File: src/rtl/adc_ram_to_fft_reader.sv
// Reads a captured ADC frame from sample RAM in address order and streams it to the FFT core.
// A credit-limited FIFO absorbs the RAM read latency so FFT backpressure never drops or repeats a sample.
module adc_ram_to_fft_reader #(
    parameter int ADDR_WIDTH  = 15,
    parameter int DATA_WIDTH  = 12,
    parameter int NUM_SAMPLES = 16384,
    parameter int RAM_LATENCY = 2,
    parameter int FIFO_DEPTH  = RAM_LATENCY + 2,
    parameter int TWOS_COMP   = 1
) (
    input  logic                  CLOCK,
    input  logic                  RESET,
    input  logic                  capture_done,
    input  logic                  fft_finished,
    output logic [ADDR_WIDTH-1:0] ram_address,
    output logic                  ram_rden,
    input  logic [DATA_WIDTH-1:0] ram_q,
    output logic [DATA_WIDTH-1:0] fft_data,
    output logic                  fft_valid,
    input  logic                  fft_ready,
    output logic                  fft_sop,
    output logic                  fft_eop,
    output logic                  capture_release,
    output logic                  busy
);

    // state    | meaning
    // IDLE     | RAM owned by the capture writer, waiting for capture_done
    // READ     | issuing one read per cycle while FIFO credit remains
    // DRAIN    | every read issued, emptying the FIFO into the FFT
    // WAIT_FFT | frame delivered, waiting for the FFT to report completion
    typedef enum logic [1:0] {
        IDLE     = 2'd0,
        READ     = 2'd1,
        DRAIN    = 2'd2,
        WAIT_FFT = 2'd3
    } state_t;

    localparam int CNT_W = ADDR_WIDTH + 1;
    localparam int PTR_W = (FIFO_DEPTH > 1) ? $clog2(FIFO_DEPTH) : 1;
    localparam int FC_W  = $clog2(FIFO_DEPTH + 1);
    localparam int IF_W  = $clog2(RAM_LATENCY + 1);
    localparam int SUM_W = ((FC_W > IF_W) ? FC_W : IF_W) + 1;

    localparam logic [CNT_W-1:0] FRAME_LEN  = CNT_W'(NUM_SAMPLES);
    localparam logic [CNT_W-1:0] FRAME_LAST = CNT_W'(NUM_SAMPLES - 1);
    localparam logic [CNT_W-1:0] CNT_ONE    = CNT_W'(1);
    localparam logic [PTR_W-1:0] PTR_LAST   = PTR_W'(FIFO_DEPTH - 1);
    localparam logic [PTR_W-1:0] PTR_ONE    = PTR_W'(1);
    localparam logic [FC_W-1:0]  FC_FULL    = FC_W'(FIFO_DEPTH);
    localparam logic [FC_W-1:0]  FC_ONE     = FC_W'(1);
    localparam logic [SUM_W-1:0] CREDIT_MAX = SUM_W'(FIFO_DEPTH);

    state_t                 state;
    state_t                 state_next;
    logic [CNT_W-1:0]       issue_cnt;
    logic [CNT_W-1:0]       sent_cnt;
    logic [RAM_LATENCY-1:0] inflight;
    logic [IF_W-1:0]        inflight_count;
    logic [FC_W-1:0]        fifo_count;
    logic [PTR_W-1:0]       wr_ptr;
    logic [PTR_W-1:0]       rd_ptr;
    logic [DATA_WIDTH-1:0]  fifo_mem [FIFO_DEPTH];
    logic [DATA_WIDTH-1:0]  sample_conv;
    logic                   issue;
    logic                   push;
    logic                   pop;
    logic                   credit_ok;
    logic                   frame_start;
    logic                   release_next;

    always_comb begin
        inflight_count = '0;
        for (int i = 0; i < RAM_LATENCY; i++) begin
            inflight_count = inflight_count + IF_W'(inflight[i]);
        end
    end

    // Every issued read owns a FIFO slot from issue until it is popped.
    assign credit_ok = (SUM_W'(fifo_count) + SUM_W'(inflight_count)) < CREDIT_MAX;

    assign push      = inflight[RAM_LATENCY-1];
    assign fft_valid = (fifo_count != '0);
    assign pop       = fft_valid && fft_ready;

    always_comb begin
        sample_conv = ram_q;
        if (TWOS_COMP != 0) begin
            sample_conv = {~ram_q[DATA_WIDTH-1], ram_q[DATA_WIDTH-2:0]};
        end
    end

    always_comb begin
        state_next   = state;
        issue        = 1'b0;
        frame_start  = 1'b0;
        release_next = 1'b0;
        case (state)
            IDLE: begin
                if (capture_done) begin
                    state_next  = READ;
                    frame_start = 1'b1;
                end
            end
            READ: begin
                if (credit_ok) begin
                    issue = 1'b1;
                    if (issue_cnt == FRAME_LAST) begin
                        state_next = DRAIN;
                    end
                end
            end
            DRAIN: begin
                if (sent_cnt == FRAME_LEN) begin
                    state_next = WAIT_FFT;
                end
            end
            WAIT_FFT: begin
                if (fft_finished) begin
                    state_next   = IDLE;
                    release_next = 1'b1;
                end
            end
            default: state_next = IDLE;
        endcase
    end

    assign ram_rden    = issue;
    assign ram_address = issue_cnt[ADDR_WIDTH-1:0];
    assign busy        = (state != IDLE);

    assign fft_data = fft_valid ? fifo_mem[rd_ptr] : '0;
    assign fft_sop  = fft_valid && (sent_cnt == '0);
    assign fft_eop  = fft_valid && (sent_cnt == FRAME_LAST);

    always_ff @(posedge CLOCK) begin
        if (RESET) begin
            state           <= IDLE;
            issue_cnt       <= '0;
            sent_cnt        <= '0;
            inflight        <= '0;
            fifo_count      <= '0;
            wr_ptr          <= '0;
            rd_ptr          <= '0;
            capture_release <= 1'b0;
        end else begin
            state           <= state_next;
            capture_release <= release_next;
            inflight        <= (inflight << 1) | RAM_LATENCY'(issue);

            if (frame_start) begin
                issue_cnt <= '0;
                sent_cnt  <= '0;
            end else begin
                if (issue) begin
                    issue_cnt <= issue_cnt + CNT_ONE;
                end
                if (pop) begin
                    sent_cnt <= sent_cnt + CNT_ONE;
                end
            end

            if (push) begin
                wr_ptr <= (wr_ptr == PTR_LAST) ? '0 : wr_ptr + PTR_ONE;
            end
            if (pop) begin
                rd_ptr <= (rd_ptr == PTR_LAST) ? '0 : rd_ptr + PTR_ONE;
            end

            case ({push, pop})
                2'b10:   fifo_count <= fifo_count + FC_ONE;
                2'b01:   fifo_count <= fifo_count - FC_ONE;
                default: fifo_count <= fifo_count;
            endcase
        end
    end

    always_ff @(posedge CLOCK) begin
        if (push && !RESET) begin
            fifo_mem[wr_ptr] <= sample_conv;
        end
    end

    // The credit check makes this unreachable; a hit means the credit accounting broke.
    fifo_no_overflow: assert property (@(posedge CLOCK) disable iff (RESET)
        !(push && (fifo_count == FC_FULL)));

endmodule

File: config.mk
export PLATFORM = sky130hd
export DESIGN_NAME = adc_ram_to_fft_reader
export DESIGN_NICKNAME = d
export VERILOG_FILES = /design/src/rtl/adc_ram_to_fft_reader.sv
export SDC_FILE = /design/constraint.sdc
export NUM_CORES = 1
export LEC_CHECK = 0
export BUFFER_PORTS_ARGS = -buffer_cell sky130_fd_sc_hd__buf_2
export CAP_MARGIN = 15
export CORE_MARGIN = 2
export CORE_UTILIZATION = 45
export CTS_CLUSTER_DIAMETER = 50
export DETAILED_ROUTE_END_ITERATION = 8
export PLACE_DENSITY = 0.67
export SETUP_SLACK_MARGIN = 0.02
export SYNTH_ARGS = -nofsm -noshare
export SYNTH_HDL_FRONTEND = slang
export SYNTH_SLANG_ARGS = --single-unit
File: constraint.sdc
create_clock -name CLOCK -period 2 [get_ports CLOCK]
set_input_delay 0.4 -clock CLOCK [delete_from_list [all_inputs] [get_ports CLOCK]]
set_output_delay 0.4 -clock CLOCK [all_outputs]
set_load 0.05 [all_outputs]
==> flow_summary_export.csv <==
group,metric,value,unit
logic_synthesis,synth_seq_cells,94,
timing,min_period_over_period,106,%
logic_synthesis,synth_common_cells,"edfxtp_1, dfxtp_1, nor2_1",
logic_synthesis,synth_seq_area_share,56.4,%
clocking,cts_tree,"yes",
floorplan,die_h,100,µm
logic_synthesis,synthTopCellsByArea,"edfxtp_1, dfxtp_1, mux4_2, ha_1, nor2_1",
timing,hold_ws,261,ps
setup_path,slowest_delay,510,ps
logic_synthesis,synthArstFlopShare,0,%
timing,drv_slew,0,
floorplan,initial_core_util,45.8,%
clocking,clock_sinks,94,
logic_synthesis,synthesis.nets,382,
setup_path,cp_data_required_time,1600,ps
clocking,cts-root-buf,"clkbuf_8",
route,dr.pass1.iters,4,
clocking,numCtsBuffers,9,
finish,register_area,2390,µm²
place,dp_cells,501,
logic_synthesis,synth_top_area_share,34.4,%
global_route,grt_pass1_wl,12.4,mm
clocking,insertion_delay,360,ps
finish,area_growth,25.4,%
timing,fin_crit,2110,ps
finish,multi_input_area,1850,µm²
setup_path,cpLargestDelayFamily,"multiplexers",
finish,fillCellCount,752,
setup_path,arrival,1710,ps
global_route,grt_overflow,0,
power_and_ir_drop,ir_drop,0.812,mV
setup_path,path_buf_inv,2,
setup_path,cp_max_fo,6,
setup_path,cp_slowest_cell,"mux4_2",
power_and_ir_drop,total_leakage_power,0.00194,µW
finish,post-route-util,57.4,%
route,first_iter_violations,71,
place,port_buffers,49,
floorplan,die_area,10100,µm²
setup_path,crit_type,"flop to output pin",
logic_synthesis,synth_most_common_cell,"edfxtp_1",
global_route,grt_pass1_vias,2568,
route,drt-total-wl,7.86,mm
floorplan,die_w,100,µm
finish,fin_cells,524,
logic_synthesis,synth.distinct_cells,41,
global_route,antenna_found_initial,0,
timing,rsz0062_at_grt,"yes",
floorplan,core,9150,µm²
timing,setup-violations-final,14,
setup_path,path_cells,"buf_12, mux4_2, nor2b_4, buf_6",
setup_path,end_kind,"output pin",
place,placed_cell_area,4600,µm²
place,gp_congestion,0.787,
outcome,outcome,"finished, violations left",
setup_path,start_kind,"flop",
route,drcViolationCount,0,
clocking,htreeDepth,3,
timing,tightest_slew,602,ps
global_route,grt_max_degree,33,
timing,tns,-1060,ps
clocking,clkSlewWorstSetupHoldPaths,90,ps
timing,finalHoldViolations,0,
logic_synthesis,synth_edf_count,48,
route,vias,2713,
route,wl_per_cell,15.0,µm
place,place.detailed.hpwl,5.08,mm
finish,final_cell_area,5250,µm²
logic_synthesis,yosys.area.top_type,"edfxtp_1",
finish,diodes,0,
clocking,clock_path_buffers,2,
logic_synthesis,synthCells,349,
run,cap_viol_max_count,0,
route,antenna_left,0,
logic_synthesis,yosys_warnings,0,
route,vias_per_cell,5.18,
floorplan,rows,35,
logic_synthesis,synth_flop_cell,"edfxtp_1",
timing,slew_headroom,59.9,%
finish,drive_gt1_share,38.3,%
outcome,violations,"setup timing",
timing,timing.fmax,474,MHz
hold_path,holdCritPathClass,"input pin to flop",
power_and_ir_drop,powerDensity,1020,nW/µm²
logic_synthesis,syn_avg_cell_area,12.0,µm²
floorplan,num_io_pins,50,
clocking,cts-hold-fix-buffers,0,
logic_synthesis,netlist_area,4190,µm²
global_route,grt_usage,15.9,%
timing,worst_slack,-111,ps
finish,nets,441,
timing,skew,10.4,ps
-- kinds of logic after synthesis --
logic type | count (synthesis) | synth area share, %
AND/OR/NAND/NOR | 126 | 15.8
AO/OA/AOI/OAI | 22 | 3.76
adder cells (fa/ha/maj) | 16 | 4.96
multiplexers | 16 | 7.41
flip-flops | 94 | 56.4
XOR/XNOR | 29 | 6.06
buffers and inverters | 46 | 5.65
-- placed cells by master (no fill, tap or decap), types with 7 or more instances in the layout --
master / synthesis / routed
dfxtp_2: 0 / 9
inv_1: 19 / 15
a21oi_1: 10 / 9
buf_4: 16 / 19
clkbuf_8: 0 / 9
xor2_1: 18 / 18
dfxtp_1: 46 / 33
ha_1: 15 / 10
nand3_1: 12 / 10
buf_2: 3 / 32
nand2_1: 16 / 15
nand4_1: 7 / 7
edfxtp_1: 48 / 48
mux4_2: 12 / 12
nor2b_4: 0 / 10
xnor2_1: 11 / 11
nor2_1: 42 / 40
buf_6: 0 / 17
-- through the flow --
step,setup WS (ps),total power [µW]
2_1_floorplan,25.0,3320
6_report,-111,5370
4_1_cts,-137,5210
5_1_grt,-176,5620
3_3_place_gp,52.5,3660
3_5_place_dp,3.23,3690
-- metal layers --
metal | GRT usage, % | routed length, µm | vias to the layer above
met5 | 0 | 0 | -
met4 | 4.74 | 40 | 0
met3 | 4.65 | 282 | 4
met2 | 27.1 | 4060 | 54
met1 | 19.6 | 3470 | 1334
li1 | - | - | 1321
-- worst register-to-register path, cell delays in order (launching register included) --
cell and delay [ps]:
dfxtp_4 390, nor4_4 270, nand2_1 170, or4_4 530, a221oi_4 310, mux2i_1 210
-- final cells by class --
class / instances / share of cell area [%]
clock inverters: 7 / 1.07
multi-input cells: 209 / 35.1
flip-flops and latches: 94 / 45.5
inverters: 19 / 1.41
clock buffers: 9 / 2.36
well taps: 111 / 2.64
repair buffers: 75 / 11.9
-- where the power goes --
part,switching (µW),internal (µW)
clock,690,472
combinational,1130,885
sequential,87.5,2100
-- worst paths after layout --
check                    from               to  slack (ps)  depth (start not counted)
hold / removal          RESET  capture_release         260                          2
hold reg to reg     rd_ptr[1]             flop         500                          2
setup reg to reg  sent_cnt[2]         state[1]          70                          5
setup / recovery         flop      fft_data[7]        -110                          4
-- sequential cells by signal (all words and copies together), names as in the netlist, named ones only --
signal,cells
fifo_mem,48
issue_cnt,16
sent_cnt,16
fifo_count,3
inflight,2
rd_ptr,2
state,2
wr_ptr,2
capture_release,1
-- timing repair --
action                                  in CTS  in global routing
setup buffers                                4                  1
gates cloned                                 1                  1
gates resized for setup                     64                 41
pin swaps                                    7                  7
endpoints found under the setup margin      16                 29
Power figures use the tool's default switching activity.
